### src/rtl/cordic_side_delay.sv
// cordic_side_delay
//
// Delay line that carries side-channel data (packed quadrant/angle index plus
// NCH residual words) alongside the CORDIC rotation pipeline, so that it
// reaches the output combiner aligned with the rotated X/Y. Each of the DEPTH
// stages holds a valid bit, an index and NCH data words. The whole pipe
// advances together under `en`. `flush` clears every valid bit, and an
// occupancy counter tracks how many valid beats are in flight.
//
// Ports
//   clk        rising-edge clock
//   reset      asynchronous, active-high reset (clears all stages)
//   en         advance enable; 0 holds every register (stall)
//   flush      synchronous clear of all valid bits; wins over en
//   in_valid   input beat valid
//   in_idx     index accompanying the input beat
//   in_data    NCH packed channels, channel c at [c*DATA_W +: DATA_W]
//   out_valid  valid bit of the last stage
//   out_idx    index of the last stage
//   out_data   data of the last stage
//   occupancy  number of valid beats held in stages 0..DEPTH-1
//   busy       occupancy != 0 (registered)
module cordic_side_delay #(
  parameter int DEPTH        = 5,
  parameter int IDX_W        = 11,
  parameter int DATA_W       = 16,
  parameter int NCH          = 2,
  parameter int ZERO_INVALID = 0,
  parameter int OCC_W        = $clog2(DEPTH + 1)
) (
  input  logic                  clk,
  input  logic                  reset,
  input  logic                  en,
  input  logic                  flush,
  input  logic                  in_valid,
  input  logic [IDX_W-1:0]      in_idx,
  input  logic [NCH*DATA_W-1:0] in_data,
  output logic                  out_valid,
  output logic [IDX_W-1:0]      out_idx,
  output logic [NCH*DATA_W-1:0] out_data,
  output logic [OCC_W-1:0]      occupancy,
  output logic                  busy
);

  localparam int W = NCH * DATA_W;
  localparam bit ZERO_EN = (ZERO_INVALID != 0);

  logic [DEPTH-1:0] v_q, v_d;
  logic [IDX_W-1:0] idx_q  [DEPTH];
  logic [IDX_W-1:0] idx_d  [DEPTH];
  logic [W-1:0]     data_q [DEPTH];
  logic [W-1:0]     data_d [DEPTH];
  logic [OCC_W-1:0] occ_q, occ_d;
  logic             busy_q, busy_d;

  // Next-state for the stage registers and occupancy: flush > shift > hold.
  always_comb begin
    v_d    = v_q;
    idx_d  = idx_q;
    data_d = data_q;
    occ_d  = occ_q;
    if (flush) begin
      v_d   = '0;
      occ_d = '0;
      for (int s = 0; s < DEPTH; s++) begin
        // Without zeroing, payloads simply keep their stale contents.
        idx_d[s]  = ZERO_EN ? '0 : idx_q[s];
        data_d[s] = ZERO_EN ? '0 : data_q[s];
      end
    end else if (en) begin
      v_d[0]    = in_valid;
      idx_d[0]  = (ZERO_EN && !in_valid) ? '0 : in_idx;
      data_d[0] = (ZERO_EN && !in_valid) ? '0 : in_data;
      for (int s = 1; s < DEPTH; s++) begin
        v_d[s]    = v_q[s-1];
        idx_d[s]  = (ZERO_EN && !v_q[s-1]) ? '0 : idx_q[s-1];
        data_d[s] = (ZERO_EN && !v_q[s-1]) ? '0 : data_q[s-1];
      end
      // One beat may enter and one leave per edge, so the count stays within 0..DEPTH.
      occ_d = occ_q + OCC_W'(in_valid) - OCC_W'(v_q[DEPTH-1]);
    end else begin
      v_d    = v_q;
      idx_d  = idx_q;
      data_d = data_q;
      occ_d  = occ_q;
    end
    busy_d = (occ_d != '0);
  end

  // State registers with asynchronous clear.
  always_ff @(posedge clk or posedge reset) begin
    if (reset) begin
      v_q    <= '0;
      occ_q  <= '0;
      busy_q <= 1'b0;
      for (int s = 0; s < DEPTH; s++) begin
        idx_q[s]  <= '0;
        data_q[s] <= '0;
      end
    end else begin
      v_q    <= v_d;
      idx_q  <= idx_d;
      data_q <= data_d;
      occ_q  <= occ_d;
      busy_q <= busy_d;
    end
  end

  assign out_valid = v_q[DEPTH-1];
  assign out_idx   = idx_q[DEPTH-1];
  assign out_data  = data_q[DEPTH-1];
  assign occupancy = occ_q;
  assign busy      = busy_q;

endmodule
### config.mk
export PLATFORM = sky130hd
export DESIGN_NAME = cordic_side_delay
export DESIGN_NICKNAME = d
export VERILOG_FILES = /design/src/rtl/cordic_side_delay.sv
export SDC_FILE = /design/constraint.sdc
export NUM_CORES = 1
export LEC_CHECK = 0
export ABC_AREA = 1
export CORE_MARGIN = 3
export CORE_UTILIZATION = 46
export CTS_BUF_LIST = sky130_fd_sc_hd__clkbuf_8
export CTS_CLUSTER_SIZE = 30
export DETAILED_ROUTE_END_ITERATION = 7
export PLACE_DENSITY = 0.63
export SKIP_CTS_REPAIR_TIMING = 1
export SYNTH_ARGS = -nofsm -noshare
export SYNTH_HDL_FRONTEND = slang
export SYNTH_SLANG_ARGS = --single-unit
### constraint.sdc
create_clock -name clk -period 10.4 [get_ports clk]
set_clock_uncertainty 0.15 [all_clocks]
set_input_delay 2.6 -clock clk [delete_from_list [all_inputs] [get_ports clk]]
set_output_delay 2.6 -clock clk [all_outputs]
set_load 0.01 [all_outputs]
==> After elaboration in Yosys (flattened, before gate mapping) <==
Cells that the tools add are included.
{ "totals": {"ff_bits": 224, "word_cells": 23} }
{ "classes": {"addsub": 2, "n_mux": 4, "bitwise": 1, "n_reduce_logical": 3} }
{ "op_table": {"columns": ["cell", "n"], "rows": [
  ["5-bit two-way mux", 2],
  ["3-bit two-way mux", 2],
  ["3-bit by 1-bit adder with 3-bit output", 1],
  ["3-bit nonzero test", 1],
  ["3-bit by 1-bit subtractor with 3-bit output", 1],
  ["2-bit AND reduction", 1],
  ["2-bit nonzero test", 1],
  ["1-bit inverter", 1]
]} }

==> Depth between registers and ports, before layout <==
{ "logic_depth": {"ltp_word": 5, "ltp_mapped": 11, "ltp_nobuf": 11} }

==> Worst setup path after synthesis <==
No wires, ideal clock.
{ "synth_timing": {"kind": "input-to-reg", "startpoint": "in in_valid", "endpoint": "reg busy_q, in the netlist busy", "setup_ns": 0.119, "t_arrival_ns": 3.550, "required_ns": 10.131, "setup_slack_ns": 6.581, "stages": 6, "path_buffers": 0, "path_cell_list": "ha_1 -> fa_1 -> nand3_1 -> o21ai_0 -> nor2_1 -> nand2_1"} }
{ "synth_via": {"elab_chain_len": 5} }
{ "synth_rtl": {"columns": ["element", "line_no", "source"], "rows": [
  ["from (decl)", "35", "input logic in_valid,"],
  ["3-bit by 1-bit adder with 3-bit output", "80", "occ_d = occ_q + OCC_W'(in_valid) - OCC_W'(v_q[DEPTH-1]);"],
  ["3-bit by 1-bit subtractor with 3-bit output", "80", null],
  ["3-bit two-way mux", "70", "end else if (en) begin"],
  ["3-bit two-way mux", "62", "if (flush) begin"],
  ["via occ_d[1]", "53", "logic [OCC_W-1:0] occ_q, occ_d;"],
  ["3-bit nonzero test", "87", "busy_d = (occ_d != '0);"],
  ["via busy_d", "54", "logic busy_q, busy_d;"],
  ["to (signal assigned)", "105", "busy_q <= busy_d;"],
  ["to (decl)", "54", null]
]} }
The timed path passes the listed nets, and every way through them passes these cells.
A chain may end at the register's enable or synchronous reset.

==> Final worst setup path <==
{ "layout_timing": {"startpoint": "in en", "endpoint": "reg idx_q[14] (netlist bit)"} }
{ "layout_via": {"elab_chain_len": 1} }
{ "layout_rtl": {"columns": ["element", "line_no", "source"], "rows": [
  ["from (decl)", "33", "input logic en,"],
  ["2-bit AND reduction (no line)", null, null],
  ["to (signal assigned)", "102", "idx_q <= idx_d;"],
  ["to (decl)", "49", "logic [IDX_W-1:0] idx_q [DEPTH];"]
]} }
No other way between the ends.

==> flow_metrics.tcl <==
set metrics [dict create \
    status "finished, final reports clean" \
    grt_overflow 0 \
    ir_worst_vdd_v 0.0001126 \
    syn_area_per_cell_um2 13.65 \
    placed_cell_area_um2 9469 \
    cp-end-kind "flip-flop" \
    netlist.area_leader.share_pct 63.75 \
    crit_slowest_cell "buf_4" \
    cts_max_level 2 \
    whs_path_depth 2 \
    max_slew_margin_pct 29.89 \
    crit_fanout 103 \
    vias 4631 \
    wl_per_cell_um 13.76 \
    grt_pass1_wl_mm 22.12 \
    ant_nets 0 \
    critPathKind "in2reg" \
    hold_class "reg2reg" \
    cts_root_buffer "clkbuf_8" \
    tightest_slew_ps 1052 \
    synth_top_family_by_area "multiplexers" \
    powerDensity_nw_per_um2 231.9 \
    fin_area_um2 10170 \
    cp.required_ps 10630 \
    rsz0062_at_grt "false" \
    final_cell_count_no_fill 959 \
    placed_cells 897 \
    timing.final.crit_share_pct 47.11 \
    yosys_warnings 0 \
    die_area_um2 20810 \
    synthSimpleGateAreaFrac_pct 3.372 \
    layout-drive-gt1-share_pct 28.22 \
    final_common_cell "dfrtp_1" \
    max_freq_mhz 204.1 \
    die_h_um 144.3 \
    p_leak_nw 4.669 \
    ff2ff_setup_slack_ps 8360 \
    yosys.area.top_type "dfrtp_1" \
    synth_area_leaders "dfrtp_1 64%, mux2_2 20%, buf_4 3.7%" \
    die_x_um 144.3 \
    grt_pass1_vias 4725 \
    total_power_mw 2.358 \
    viasPerCell 4.829 \
    synthMuxAreaShare_pct 19.59 \
    wirelength_mm 13.20 \
    std_cell_rows 49 \
    clock_latency_ps 520 \
    netlist_instances 644 \
    synth_cell_types 18 \
    design.portCount 96 \
    synth-compound-area-share_pct 3.970 \
    drc 0 \
    setup.worst_path.start_class "primary input" \
    hold_violations 0 \
    drv_slew 0 \
    hold_end "data_q[71]" \
    synth-adder-area-share_pct 0.5122 \
    hp-start "data_q[71]" \
    timing.hold.ws_ps 326.9 \
    dr.pass1.iters 4 \
    synthesis.nets 695 \
    cts_tree "yes" \
    r2r_end "busy" \
    port_buffers 95 \
    cts.sinks 224 \
    r2r-start "v_q[4]" \
    grt_antenna_before_repair 0 \
    cts_buffers 38 \
    clockBufferDepth 3 \
    synth_area_um2 8793 \
    fin_crit_ps 4899 \
    gp_congestion 0.6899 \
    diodes 0 \
    final_cell_mix "224 x dfrtp_1, 153 x mux2_2, 95 x clkdlybuf4s50_1" \
    setup_violations 0 \
    worstPathCellList "clkdlybuf4s50_1 > nand2_8 > buf_4 > mux2_2" \
    fin_tns_setup_ps 0 \
    area_growth_pct 15.62 \
    cts.clk_slew.worst_paths_ps 60 \
    start_util_pct 47.81 \
    first_iter_violations 198 \
    finalNetCount 759 \
    grt_max_degree 140 \
    critPathMaxStageDelay_ps 850 \
    drv_cap 0 \
    rr_worst_depth 8 \
    ys_seq_area_share_pct 63.75 \
    nFillCells 1517 \
    crit_arrival_ps 5130 \
    grt_usage_pct 13.02 \
    synth_xor_area_share_pct 0 \
    dpl.hpwl_mm 7.884 \
    ys_ff_latch 224 \
    coreArea_um2 18390 \
]
## critical path: cells and delay by family
| family | cells | cell delay (ps) |
|---|---|---|
| buffers and inverters | 2 | 1450 |
| muxes | 1 | 410 |
| and+or+nand+nor | 1 | 530 |
## final cells by class
type | instances | area, um2 | area share [%]
Inverter | 45 | 176.4 | 1.735
Clock buffer | 46 | 633.1 | 6.227
Tap cell | 229 | 286.5 | 2.818
Sequential cell | 224 | 5605 | 55.13
Clock inverter | 16 | 65.06 | 0.6399
Timing Repair Buffer | 98 | 973.4 | 9.574
Multi-Input combinational cell | 301 | 2427 | 23.87
## Yosys cell counts
library cell and n:
ha_1 2, o21ai_1 11, buf_4 43, mux2_2 153, fa_1 1, nand2_2 1
nand4_1 1, nand3_1 5, o21ai_0 24, o22ai_1 3, inv_1 45, nor2_1 33
clkbuf_1 3, buf_2 7, nand2_1 36, buf_6 21, a21oi_1 31, dfrtp_1 224
## layer usage
layer	up-vias	wire [um]	GRT usage (%)
li1	2227	-	-
met1	2268	6253	18.09
met2	106	5779	19.11
met3	30	799	3.803
met4	0	367	5.842
met5	-	0	0
## registers in the layout (all words and copies together) (netlist names)
name / cells
out_idx: 11
idx_q: 44
v_q: 5
busy: 1
out_data: 32
data_q: 128
occupancy: 3
## power by group
group	internal, mW	leakage, nW	switching [mW]
clock	0.395	0.409	0.323
sequential	1.09	2.67	0.104
combinational	0.281	1.59	0.167
total	1.76	4.67	0.593
## stage by stage
stage	utilization, %	setup WS (ps)
floorplan	-	1516
global route	55.28	5351
CTS	55.28	5539
detailed placement	51.48	4995
global placement	51.48	5052
finish	55.28	5501
## worst max-delay path by stage
stage,from,endpoint
final,en,idx_q[14]
after global routing,en,idx_q[36]
after CTS,en,idx_q[18]
after detailed placement,en,idx_q[18]
after global placement,en,out_idx[2]
after floorplan,reset,busy
## logic make-up after synthesis
kind of cell	count (synthesis)
AOI/OAI and AO/OA	69
adders and majority gates	3
buffers and inverters	119
DFF	224
muxes	153
and+or+nand+nor	76
Power figures use the tool's default switching activity.
